==> src/rtl/ecl_pkg.sv <==
// Shared definitions for the ECL counter-slice sequencer family.
package ecl_pkg;

    // Mode select driven onto the shared S1/S0 pins of every mc10136 slice.
    typedef enum logic [1:0] {
        LOAD = 2'b00,
        DEC  = 2'b01,
        INC  = 2'b10,
        HOLD = 2'b11
    } tCounterMode;

    // Controller states of loop_count_seq.
    typedef enum logic [1:0] {
        ST_INIT = 2'b00,
        ST_IDLE = 2'b01,
        ST_LOAD = 2'b10,
        ST_RUN  = 2'b11
    } tSeqState;

endpackage

==> src/rtl/loop_count_seq_if.sv <==
// Request/status bundle between a loop-count client and loop_count_seq.
interface loop_count_seq_if #(
    parameter int SLICES = 3
);
    localparam int W = 4 * SLICES;

    logic         start;
    logic [W-1:0] count;
    logic         pause;
    logic         abort;
    logic         busy;
    logic         done;
    logic [W-1:0] remaining;

    modport master (
        output start, count, pause, abort,
        input  busy, done, remaining
    );

    modport slave (
        input  start, count, pause, abort,
        output busy, done, remaining
    );
endinterface

==> src/rtl/mc10136.sv <==
// Behavioural model of one mc10136 universal hex counter slice.
// Counting is enabled by an active-low carry/borrow in; nCO goes low when the
// slice is enabled and sits at its terminal value for the selected direction.
module mc10136
    import ecl_pkg::*;
(
    input  logic        clk,
    input  tCounterMode mode_i,
    input  logic [3:0]  d_i,
    input  logic        nci_i,
    output logic [3:0]  q_o,
    output logic        nco_o
);

    logic [3:0] q_q;
    logic [3:0] q_d;

    // Next slice value from the mode pins and carry-in.
    // NOTE: every variable written here gets a default first, so no path leaves it unassigned and no latch is inferred.
    always_comb begin
        q_d = q_q;
        unique case (mode_i)
            LOAD:    q_d = d_i;
            DEC:     if (!nci_i) q_d = q_q - 4'd1;
            INC:     if (!nci_i) q_d = q_q + 4'd1;
            default: q_d = q_q;
        endcase
    end

    // Slice register; the real part has no reset pin, the controller clears it.
    // NOTE: no reset here on purpose -- the contents are defined by an explicit LOAD cycle, and non-blocking assignment keeps all slices updating from the same pre-edge values.
    always_ff @(posedge clk) begin
        q_q <= q_d;
    end

    // Active-low carry/borrow out, combinational from mode, Q and carry-in.
    always_comb begin
        nco_o = 1'b1;
        if (!nci_i) begin
            if (mode_i == DEC && q_q == 4'h0) nco_o = 1'b0;
            if (mode_i == INC && q_q == 4'hF) nco_o = 1'b0;
        end
    end

    assign q_o = q_q;

endmodule

==> src/rtl/loop_count_seq.sv <==
// Loop/step counter sequencer: loads a cascaded mc10136 chain with a count,
// decrements it once per clock (honouring pause), and pulses done at zero.
module loop_count_seq
    import ecl_pkg::*;
#(
    parameter int SLICES = 3
) (
    input  logic            clk,
    input  logic            nreset,
    loop_count_seq_if.slave bus
);

    localparam int W = 4 * SLICES;

    tSeqState     state_q, state_d;
    logic [W-1:0] count_q, count_d;
    logic         done_q, done_d;
    logic         zero_req_q, zero_req_d;

    tCounterMode     mode;
    logic [W-1:0]    load_data;
    logic [W-1:0]    chain_val;
    logic [SLICES-1:0] nco;
    logic            chain_nz;
    logic            unused_top_nco;

    // Slice chain: shared mode, ripple borrow from slice k-1 nCO into slice k nCI.
    for (genvar k = 0; k < SLICES; k++) begin : g_slice
        logic nci;
        if (k == 0) begin : g_first
            assign nci = 1'b0;
        end else begin : g_rest
            assign nci = nco[k-1];
        end
        mc10136 u_slice (
            .clk    (clk),
            .mode_i (mode),
            .d_i    (load_data[4*k +: 4]),
            .nci_i  (nci),
            .q_o    (chain_val[4*k +: 4]),
            .nco_o  (nco[k])
        );
    end

    // The top slice borrow is not used: zero is detected on Q to avoid a mode->nCO->mode loop.
    assign unused_top_nco = nco[SLICES-1];
    assign chain_nz       = |chain_val;

    // Next-state, slice mode/data and done request.
    always_comb begin
        state_d    = state_q;
        count_d    = count_q;
        done_d     = 1'b0;
        zero_req_d = 1'b0;
        mode       = HOLD;
        load_data  = '0;
        unique case (state_q)
            ST_INIT: begin
                // Slices power up with garbage; clear them once.
                mode    = LOAD;
                state_d = ST_IDLE;
            end
            ST_IDLE: begin
                done_d = zero_req_q;
                if (bus.start) begin
                    if (bus.count != '0) begin
                        count_d = bus.count;
                        state_d = ST_LOAD;
                    end else begin
                        // Zero count completes one clock later without loading.
                        zero_req_d = 1'b1;
                    end
                end
            end
            ST_LOAD: begin
                if (bus.abort) begin
                    state_d = ST_IDLE;
                end else begin
                    mode      = LOAD;
                    load_data = count_q;
                    state_d   = ST_RUN;
                end
            end
            ST_RUN: begin
                if (bus.abort) begin
                    state_d = ST_IDLE;
                end else if (!chain_nz) begin
                    state_d = ST_IDLE;
                    done_d  = 1'b1;
                end else if (!bus.pause) begin
                    mode = DEC;
                end
            end
            default: state_d = ST_INIT;
        endcase
    end

    // Controller state register.
    always_ff @(posedge clk or negedge nreset) begin
        if (!nreset) begin
            state_q    <= ST_INIT;
            count_q    <= '0;
            done_q     <= 1'b0;
            zero_req_q <= 1'b0;
        end else begin
            state_q    <= state_d;
            count_q    <= count_d;
            done_q     <= done_d;
            zero_req_q <= zero_req_d;
        end
    end

    assign bus.busy      = (state_q == ST_LOAD) || (state_q == ST_RUN);
    assign bus.done      = done_q;
    assign bus.remaining = (state_q == ST_INIT) ? '0 : chain_val;

endmodule
==> src/flat_wrapper.sv <==
// flat-port wrapper written by rule: the top's interface ports become plain ports
module loop_count_seq_flat import ecl_pkg::*;
#(
    parameter int SLICES = 3
)
  (clk, nreset, bus_start, bus_count, bus_pause, bus_abort, bus_busy, bus_done, bus_remaining);
  loop_count_seq_if #(.SLICES(SLICES)) bus_i ();
  input  logic clk;
  input  logic nreset;
  input wire logic [$bits(bus_i.start)-1:0] bus_start;
  input wire logic [$bits(bus_i.count)-1:0] bus_count;
  input wire logic [$bits(bus_i.pause)-1:0] bus_pause;
  input wire logic [$bits(bus_i.abort)-1:0] bus_abort;
  output wire logic [$bits(bus_i.busy)-1:0] bus_busy;
  output wire logic [$bits(bus_i.done)-1:0] bus_done;
  output wire logic [$bits(bus_i.remaining)-1:0] bus_remaining;
  assign bus_i.start = bus_start;
  assign bus_i.count = bus_count;
  assign bus_i.pause = bus_pause;
  assign bus_i.abort = bus_abort;
  assign bus_busy = bus_i.busy;
  assign bus_done = bus_i.done;
  assign bus_remaining = bus_i.remaining;
  loop_count_seq #(.SLICES(SLICES)) u_core (.clk(clk), .nreset(nreset), .bus(bus_i));
endmodule
==> config.mk <==
export PLATFORM = sky130hd
export DESIGN_NAME = loop_count_seq_flat
export DESIGN_NICKNAME = d
export VERILOG_FILES = /design/src/rtl/ecl_pkg.sv /design/src/rtl/loop_count_seq_if.sv /design/src/rtl/mc10136.sv /design/src/rtl/loop_count_seq.sv /design/src/flat_wrapper.sv
export SDC_FILE = /design/constraint.sdc
export NUM_CORES = 1
export LEC_CHECK = 0
export ABC_AREA = 1
export BUFFER_PORTS_ARGS = -buffer_cell sky130_fd_sc_hd__buf_4
export CAP_MARGIN = 20
export CORE_UTILIZATION = 27
export DETAILED_ROUTE_END_ITERATION = 6
export GPL_TIMING_DRIVEN = 0
export PLACE_DENSITY = 0.41
export SYNTH_ARGS = -nofsm -noshare
export SYNTH_HDL_FRONTEND = slang
export SYNTH_SLANG_ARGS = --single-unit
==> constraint.sdc <==
create_clock -name clk -period 4.05 [get_ports clk]
set_input_delay 0.6075 -clock clk [delete_from_list [all_inputs] [get_ports clk]]
set_output_delay 0.6075 -clock clk [all_outputs]
set_load 0.01 [all_outputs]
### Word level (Yosys, flattened, before mapping)

Index checks and enable logic that the tools add are counted.
W data, S select, Z words.

* flip-flop bits (word level): 28
* bits in latches: 0
* memory bits (writable): 0
* bits in read-only memories: 0
* input bits: 17
* output and inout port bits: 14
* memories kept: 0

* $add $sub $neg: 6
* multipliers: 0
* divide/modulo/power cells: 0
* $lt $le $gt $ge: 0
* equality and inequality tests: 14
* shifts and indexed selects: 0
* muxes and demuxes: 32
* bitwise logic cells: 0
* reductions and logical operators: 16

Operator list (number)
* $mux W12: 3
* $pmux W4 S3: 3
* $mux W2: 9
* $mux W4: 4
* $add A4 B1 Y4 const B: 3
* $reduce_and A3 Y1: 4
* $reduce_bool A12 Y1: 1
* $reduce_or A12 Y1: 1
* $sub A4 B1 Y4 const B: 3
* $mux W1: 10
* $ne A2 B2 Y1 const B: 5
* $eq A4 B4 Y1 const B: 2
* $logic_not A4 Y1: 2
* $pmux W2 S4: 1
* $eq A2 B2 Y1 const B: 3
* $pmux W2 S3: 1
* $eq A2 B1 Y1 const B: 2
* $logic_and A1 B1 Y1: 4
* $logic_not A2 Y1: 2
* $ne A3 B3 Y1 const B: 1
* $reduce_bool A3 Y1: 1
* $ne A2 B1 Y1 const B: 1
* $pmux W1 S2: 1
* $logic_or A1 B1 Y1: 1

### Logic depth before layout (Yosys ltp)

Gate-level depths: netlist of run 1.

* word-level depth: 11
* mapped depth: 17

### Hierarchy

Synthesis of run 1 repeated with hierarchy kept, for this count alone.

* cell total of the unflattened synthesis: 332
* area, all modules: 2274.7 sq um

Modules (own cells, without submodules)
* loop_count_seq: times used 1, cells each 162, area each 1098.6 sq um, sequential area each 400.4 sq um
* mc10136 (u_core.g_slice[0].u_slice ...): times used 2, cells each 57, area each 392.9 sq um, sequential area each 120.1 sq um
* mc10136 (u_core.g_slice[2].u_slice): times used 1, cells each 56, area each 390.4 sq um, sequential area each 120.1 sq um

### Worst setup path before layout of run 1

OpenSTA, ideal clock, no wires.

* path kind: register to register
* start: register u_core.g_slice[0].u_slice.q_q[0]
* end: register u_core.g_slice[0].u_slice.q_q[3] (data pin)
* arrival: 2313 ps
* data required time: 3797 ps
* setup slack: 1484 ps
* cell stages (with the launch flop): 18
* path buffers: 1
* clock period less this slack: 2566 ps
* path through: edfxtp_1 -> nor2_1 -> nand2_1 -> nor2_1 -> nand2_1 -> nand2_1 -> nand2_1 -> nand3_1 -> ha_1 -> buf_2 -> inv_1 -> ha_1 -> nand2_1 -> nand2_1 -> a21oi_1 -> or2_2 -> nand3_1 -> nand2_1

* longest elaborated chain between the ends: 6
* elaborated cells between the ends (all ways): 10
* those cells by class: add/sub (2); eq/ne (2); mux (4); reduce/logical (2)

Ends and longest elaborated chain
* start, declared: line mc10136.sv:15 `logic [3:0] q_q;`
* start signal, assigned: line mc10136.sv:33 `q_q <= q_d;`
* $reduce_or A12 Y1: line loop_count_seq.sv:47 `assign chain_nz = |chain_val;`
* $mux W2: line loop_count_seq.sv:87 `end else if (!chain_nz) begin`
* $mux W2: line loop_count_seq.sv:85 `if (bus.abort) begin`
* $pmux W2 S3: line loop_count_seq.sv:57 `unique case (state_q)`
* $eq A2 B2 Y1, or another cell as far along: line mc10136.sv:22 `unique case (mode_i)`
* $pmux W4 S3 *: line mc10136.sv:22
* named net u_core.g_slice[0].u_slice.q_d[3]: line mc10136.sv:16 `logic [3:0] q_d;`

The timed path passes the listed nets; every way through them passes the cells marked *.
A chain may end at the register's enable or synchronous reset.

### Worst setup path after layout of run 1

Ends and elaborated chain as after synthesis.

==> reports/results.tsv, run 1 <==
stage	metric	value	unit
run_status	status	finished clean	
sta	layout_worst_path_cycle_share	73.1	%
yosys	async_reset_ff_share	57.1	%
power	sw_frac_of_total	46.4	%
global_route	pin_count_of_the_biggest_net_entering_global_routing	17	
cts	cts_root_buffer	clkbuf_8	
yosys	ys_seq_area_share	39.7	%
yosys	synth_register_bits	28	
yosys	synthesis.yosys.warnings	0	
sta	rsz0062_at_grt	no	
power	pwr-share-seq	31.4	%
sta	fmaxAchievable	338	MHz
cells_and_area	layout-area-overhead-vs-synth	20.4	%
sta	final-hold-violation-count	0	
route	first_pass_iters	4	
yosys	post_synth_fa_ha_maj_area_fraction	12.3	%
setup_path	buffering_stage_count_on_the_worst_path_with_inverters_included	2	
place	place.port_buffers	30	
setup_path	worst-endpoint-required	4090	ps
sta	finalWorstSetupSlack	1090	ps
power	power.internal	1.10	mW
yosys	post_synthesis_share_of_cell_area_spent_on_xor_and_xnor_gates	2.29	%
sta	timing.max_slew.rel_slack	69.2	%
setup_path	cp_slowest_cell	edfxtp_1	
yosys	post_synth_main_area_contributors	dfrtp_1 (21%), edfxtp_1 (19%), ha_1 (9.1%)	
yosys	ys_top_cells_by_count	nand2_1 (45), inv_1 (30), nor2_1 (30)	
setup_path	critical_path.most_common_cell	nand2_1	
yosys	post_synth_num_cell_types	29	
global_route	grt_pass1_wl	7.20	mm
cts	clkLatencyLatePin	270	ps
sta	final.min_clock_period	2960	ps
setup_path	critical_path_peak_fanout	10	
power	power_density	893	nW/um2
yosys	synth_enable_flop_cells	12	
cells_and_area	final_layout_size_suffix_gt1_share	22.1	%
cts	cts_tree	done	
global_route	overflow	0	
route	wire_per_inst	11.0	um
yosys	synth_top_area_cell	dfrtp_1	
route	via_count	1481	
sta	setup_viol	0	
setup_path	cp_slowest_stage_delay	520	ps
cells_and_area	multiInputGateArea	998	um2
yosys	synth_compound_area_share	6.73	%
global_route	grt.total_usage	12.5	%
yosys	synth_top_area_share	20.9	%
cts	cts.reportedPaths.clkPinSlew	100	ps
yosys	netlist_area	1920	um2
job	timing.max_cap.violations	0	
sta	slew_viol_final	0	
sta	skew	4.99	ps
place	gp_routability_congestion	0.745	
cts	cts.path.max_buffers	2	
cts	cts_max_level	1	
power	report.power.total	2.06	mW
global_route	via_count_of_the_first_global_routing_pass	1482	
power	power.switching	956	uW
floorplanning	die_width	86.2	um
yosys	synth_area_per_cell	8.05	um2
floorplanning	fp.coreArea	6830	um2
place	dp.final_hpwl	3.31	mm
place	dp_worst_setup_slack	1040	ps
cts	cts_setup_buffers	0	
cts	post_cts.resized_instances	0	
sta	timing.setup.tns	0	ps
yosys	synth_most_common_cell	nand2_1	
floorplanning	boundaryPins	31	
cells_and_area	final_core_utilization	33.8	%
setup_path	cp_cell_sequence	nor2_1 > nand2_1 > nor2_1 > nand2_1 > nand2_1 > nand2_1 > nand3_1 > ha_1 > buf_2 > inv_1 > ha_1 > nand2_1 > nand2_1 > a21oi_1 > or2_2 > nand3_1 > nand2_1	
yosys	synthMuxAreaShare	0	%
cells_and_area	fillers	766	
cts	cts_sinks	28	
floorplanning	rows	30	
global_route	grt_antenna_before_repair	0	
setup_path	critPathTopFamily	simple AND/OR/NAND/NOR gates	
yosys	synth_ff_type	dfrtp_1	
cts	cts_inserted_buffers	3	
route	remaining_drc_errors	0	
power	clockPowerShare	7.6	%
setup_path	timing.critical_path.from_type	register	
power	combPwrFrac	61.0	%
power	power.ir.vdd_worst	0.169	mV
setup_path	timing.setup.critical_path_class	register to register	
yosys	postSynthCellCount	238	
min_path	timing.hold.worst.class	input port to async pin	
route	detail_route.iter0.violations	31	
setup_path	arrival	3000	ps
yosys	synthSimpleGateAreaFrac	30.8	%
floorplanning	die_y	86.2	um
setup_path	endpoint_kind	register	
cells_and_area	area.sequential	761	um2
sta	worstMarginPinSlew	462	ps
floorplanning	starting_density	28.0	%
route	avgViaCountPerCell	4.02	
cells_and_area	diodes	0	
floorplanning	die_ar	7440	um2
route	routed_wire_length	4.06	mm
cells_and_area	layout.nets	307	
route	postRouteAntennaNets	0	
yosys	synth.net_count	272	
power	cellLeakagePower	1.12	nW
yosys	dominant_combinational_cell_family_by_area_after_synthesis	simple AND/OR/NAND/NOR gates	
cts	cts.hold.buffers_added	0	
## power by group through the flow
stage,combinational (mW),sequential [mW],clock (mW)
3_3_place_gp,1.28,0.656,0
2_1_floorplan,0.936,0.613,0
3_5_place_dp,1.28,0.652,0
5_1_grt,1.47,0.669,0.175
6_report,1.26,0.646,0.157
4_1_cts,1.29,0.646,0.166
## final timing paths
| path | start | to | slack (ps) | cells after the start |
|---|---|---|---|---|
| max in group asynchronous | nreset | u_core.count_q[3] | 3700 | 1 |
| setup reg to reg | u_core.g_slice[0].u_slice.q_o[0] | u_core.g_slice[0].u_slice.q_o[3] | 1090 | 17 |
| setup / recovery | u_core.g_slice[0].u_slice.q_o[0] | u_core.g_slice[0].u_slice.q_o[3] | 1090 | 17 |
| hold reg to reg | u_core.zero_req_q | u_core.bus.done | 490 | 2 |
| min in group clk | u_core.zero_req_q | u_core.bus.done | 490 | 2 |
| hold / removal | nreset | u_core.count_q[10] | 170 | 1 |
## state kept, by name, summed over array words and instances (netlist names)
register,cells
u_core.bus.done,1
u_core.count_q,12
u_core.g_slice.u_slice.q_o,12
u_core.state_q,2
u_core.zero_req_q,1
## placed cells by master (no fill, tap or decap)
master    count
o21ai_1       3
and2_1        2
nor2_4        1
clkbuf_8      3
nand2_4       2
edfxtp_1     12
a21oi_1       4
nor2_1       30
nand4_1       2
a21boi_0      1
inv_2         2
nor2_2        1
clkbuf_1      2
inv_1        30
ha_1         14
o31ai_1       1
fa_1          3
o21ai_0      14
or2_2         3
nand3_1      24
xnor2_1       4
dfrtp_1      16
nand2_2      16
buf_12        1
clkinv_1      2
nor3_1        1
xor2_1        1
nand2_1      45
buf_2         1
o221ai_1      1
buf_4        30
## final cells by class
type,instances,share of cell area [%]
sequential,28,33.0
buffer,4,1.41
clock inverter,1,0.163
tap,96,5.21
timing repair buffer,30,9.77
multi-input combinational,173,43.3
inverter,33,5.37
clock buffer,3,1.79
## cell families (layout without fill, tap and decap cells)
logic type	count (synthesis)	after routing
buf+inv	37	71
xor+xnor	5	5
flops	28	28
fa+ha+maj	17	17
compound gates	24	24
simple gates	127	127
## routing by layer
layer / vias to the layer above / part of all wire, % / global-route usage [%]
li1: 825 / - / -
met1: 629 / 52 / 17.8
met2: 25 / 44 / 20.1
met3: 2 / 2.4 / 1.14
met4: 0 / 0.96 / 3.64
met5: - / 0 / 0
## through the flow
stage                     std cells  hold slack (ps)  area, um2
final                           368              172       2310
after global routing            368              169       2310
after CTS                       368              175       2310
after detailed placement        364              463       2260
after global placement          364              470       2260
after floorplan                 238              312       1920
No activity file was read; power rests on OpenSTA's default activity.
==> inputs of run 2 (changes only) <==
ABC_AREA = 0   (was 1)
PLACE_DENSITY = 0.43   (was 0.41)
clock period = 2.6 ns   (was 4.05 ns; I/O delays follow)
==> reports/results.tsv, run 2 <==
stage	metric	value	unit	change
run_status	status	finished, violations left		was finished clean
run_status	violated_checks	setup timing		
yosys	synth_top_area_share	21.4	%	was 20.9%
setup_path	cp_slowest_cell	or4_4		was edfxtp_1
route	first_pass_iters	4		unchanged
setup_path	cp_slowest_stage_delay	590	ps	was 520 ps
route	routed_wire_length	4.51	mm	was 4.06 mm
cts	cts_tree	done		unchanged
sta	skew	5.43	ps	was 4.99 ps
setup_path	endpoint_kind	register		unchanged
setup_path	arrival	2960	ps	was 3000 ps
floorplanning	die_y	85.2	um	was 86.2 um
global_route	grt_antenna_before_repair	0		unchanged
floorplanning	boundaryPins	31		unchanged
yosys	synth_most_common_cell	nand2_1		unchanged
yosys	netlist_area	1870	um2	was 1920 um2
sta	layout_worst_path_cycle_share	113	%	was 73.1%
floorplanning	starting_density	28.7	%	was 28.0%
yosys	synthSimpleGateAreaFrac	16.0	%	was 30.8%
yosys	synth_enable_flop_cells	12		unchanged
global_route	pin_count_of_the_biggest_net_entering_global_routing	17		unchanged
cells_and_area	layout-area-overhead-vs-synth	42.9	%	was 20.4%
yosys	synthesis.yosys.warnings	0		unchanged
sta	fmaxAchievable	340	MHz	was 338 MHz
yosys	async_reset_ff_share	57.1	%	unchanged
sta	timing.setup.tns	-4100	ps	was 0 ps
sta	finalWorstSetupSlack	-341	ps	was 1090 ps
route	postRouteAntennaNets	0		unchanged
setup_path	timing.setup.critical_path_class	register to register		unchanged
yosys	dominant_combinational_cell_family_by_area_after_synthesis	simple AND/OR/NAND/NOR gates		unchanged
place	dp.final_hpwl	3.36	mm	was 3.31 mm
global_route	overflow	0		unchanged
cts	cts_inserted_buffers	3		unchanged
yosys	ys_seq_area_share	40.8	%	was 39.7%
global_route	via_count_of_the_first_global_routing_pass	1514		was 1,482
min_path	timing.hold.worst.class	input port to register		was input port to async pin
sta	fin_hold_ws	342	ps	was 172 ps
place	gp_routability_congestion	0.734		was 0.745
power	power.ir.vdd_worst	0.413	mV	was 0.169 mV
cells_and_area	final_core_utilization	41.1	%	was 33.8%
sta	final-hold-violation-count	0		unchanged
sta	rsz0062_at_grt	yes		was no
cts	cts_sinks	28		unchanged
setup_path	worst-endpoint-required	2620	ps	was 4090 ps
power	cellLeakagePower	1.19	nW	was 1.12 nW
floorplanning	rows	29		was 30
sta	timing.max_slew.rel_slack	68.3	%	was 69.2%
yosys	post_synth_main_area_contributors	dfrtp_1 (21%), edfxtp_1 (19%), ha_1 (9.4%)		was dfrtp_1 (21%), edfxtp_1 (19%), ha_1 (9.1%)
floorplanning	die_ar	7250	um2	was 7440 um2
yosys	synth_compound_area_share	9.99	%	was 6.73%
cts	clkLatencyLatePin	270	ps	about the same
yosys	post_synthesis_share_of_cell_area_spent_on_xor_and_xnor_gates	4.22	%	was 2.29%
cts	cts_max_level	1		unchanged
route	avgViaCountPerCell	4.59		was 4.02
setup_path	critical_path_peak_fanout	10		unchanged
place	postPlaceCellArea	2290	um2	was 2260 um2
cells_and_area	final_layout_size_suffix_gt1_share	43.5	%	was 22.1%
sta	slew_viol_final	0		unchanged
global_route	grt_pass1_wl	7.67	mm	was 7.20 mm
yosys	synthMuxAreaShare	13.0	%	was 0%
cts	cts.reportedPaths.clkPinSlew	100	ps	about the same
route	via_count	1419		was 1,481
cells_and_area	mostFrequentLayoutCells	buf_4 (56), nand2_1 (19), dfrtp_1 (16)		was nand2_1 (45), inv_1 (30), nor2_1 (30), buf_4 (30), nand3_1 (24)
setup_path	timing.critical_path.from_type	register		unchanged
yosys	synth.net_count	202		was 272
yosys	synth_ff_type	dfrtp_1		unchanged
cells_and_area	fin_area	2670	um2	was 2310 um2
place	place.port_buffers	30		unchanged
floorplanning	fp.coreArea	6490	um2	was 6830 um2
floorplanning	die_width	85.2	um	was 86.2 um
route	detail_route.iter0.violations	69		was 31
power	report.power.total	4.45	mW	was 2.06 mW
yosys	post_synth_num_cell_types	35		was 29
route	remaining_drc_errors	0		unchanged
yosys	synth_top_area_cell	dfrtp_1		unchanged
cells_and_area	layout.nets	267		was 307
setup_path	cp_cell_sequence	or4_4 > nor3_4 > nor3_2 > o21bai_1 > ha_2 > clkbuf_16 > inv_16 > ha_4 > a21o_1 > a21oi_2 > xnor2_1 > mux2i_1		was nor2_1 > nand2_1 > nor2_1 > nand2_1 > nand2_1 > nand2_1 > nand3_1 > ha_1 > buf_2 > inv_1 > ha_1 > nand2_1 > nand2_1 > a21oi_1 > or2_2 > nand3_1 > nand2_1
cells_and_area	diodes	0		unchanged
route	wire_per_inst	14.6	um	was 11.0 um
global_route	grt.total_usage	13.6	%	was 12.5%
sta	setup_viol	17		was 0
yosys	post_synth_fa_ha_maj_area_fraction	12.6	%	was 12.3%
yosys	synth_area_per_cell	11.1	um2	was 8.05 um2
cts	cts_root_buffer	clkbuf_8		unchanged
yosys	postSynthCellCount	168		was 238
yosys	synth_register_bits	28		unchanged
cts	cts.path.max_buffers	2		unchanged
cells_and_area	most_common_cell_after_layout_fill_and_taps_aside	buf_4		was nand2_1
sta	worstMarginPinSlew	471	ps	was 462 ps
job	timing.max_cap.violations	0		unchanged
sta	final.min_clock_period	2940	ps	was 2960 ps
yosys	ys_top_cells_by_count	nand2_1 (19), dfrtp_1 (16), nor2b_1 (15)		was nand2_1 (45), inv_1 (30), nor2_1 (30)
power	power_density	1670	nW/um2	was 893 nW/um2
[run 2: changes by cell type after synthesis, moves of 5 or more]
| cell | delta |
|---|---|
| nor2b_1 | +15 |
| nand2_2 | -16 |
| nor2_1 | -25 |
| nand2_1 | -26 |
| xor2_1 | +5 |
| mux2i_1 | +7 |
| inv_1 | -21 |
| nand3_1 | -23 |
| mux2_4 | +10 |
| o21ai_0 | -14 |
[run 2: critical path: cells and delay by family (launching register included)]
family | cells | cell delay [ps]
AOI/OAI and AO/OA | 3 | 480
and+or+nand+nor | 3 | 910
DFF | 1 | 400
xor gates and xnor gates | 1 | 150
adders and majority gates | 2 | 420
muxes | 1 | 120
buffers and inverters | 2 | 200
[run 2: kinds of logic (layout without fill, tap and decap cells)]
family,after synthesis,after routing
multiplexers,19,19
AND/OR/NAND/NOR,55,55
XOR/XNOR,9,9
flip-flops,28,28
AO/OA/AOI/OAI,25,25
adder cells (fa/ha/maj),17,17
buffers and inverters,15,79
[run 2: final timing paths]
| check | startpoint | endpoint | slack (ps) | cells after the start |
|---|---|---|---|---|
| max in group asynchronous | nreset | u_core.count_q[9] | 1930 | 2 |
| worst min register to register | u_core.zero_req_q | u_core.bus.done | 500 | 1 |
| worst max register to register | u_core.g_slice[1].u_slice.q_o[1] | u_core.g_slice[2].u_slice.q_o[3] | -340 | 12 |
| worst max-delay path | u_core.g_slice[1].u_slice.q_o[1] | u_core.g_slice[2].u_slice.q_o[3] | -340 | 12 |
| worst min-delay path | bus_count[3] | u_core.count_q[3] | 340 | 2 |
| min in group asynchronous | nreset | u_core.count_q[6] | 490 | 2 |
[run 2: layout make-up]
type / instances / area, um2
Fill cell: 627 / 3830
Multi-Input combinational cell: 125 / 1150
Sequential cell: 28 / 761
Timing Repair Buffer: 61 / 475
Tap cell: 77 / 96.3
Buffer: 5 / 57.6
Inverter: 9 / 53.8
Clock buffer: 3 / 41.3
Clock inverter: 1 / 30.0
[run 2: where the power goes]
| group | switching, mW | internal [mW] | total [mW] |
|---|---|---|---|
| Combinational | 1.47 | 1.68 | 3.15 |
| Clock | 0.140 | 0.206 | 0.346 |
| Sequential | 0.130 | 0.821 | 0.951 |
[run 2: per-layer routing]
metal / up-vias / part of all wire (%) / GRT usage [%] / wire [um]
met3: 2 / 3.3 / 1.46 / 149
met5: - / 0 / 0 / 0
met1: 664 / 47 / 18.0 / 2140
met4: 0 / 0.53 / 3.24 / 24
met2: 29 / 49 / 23.8 / 2200
li1: 724 / - / - / -
[run 2: per-stage QoR]
step                      instances  setup WS [ps]
after global placement          275           -454
after CTS                       306           -313
after floorplan                 168           -205
final                           309           -341
after detailed placement        275           -488
after global routing            309           -471
[run 2: what timing repair did]
action | in CTS | in global routing
endpoints found under the hold margin | 16 | 0
hold buffers | 1 | 0
resized for setup | 10 | 5
setup endpoints to repair | 20 | 24
cloned | 0 | 0
pin swaps | 15 | 9
setup buffers | 27 | 7
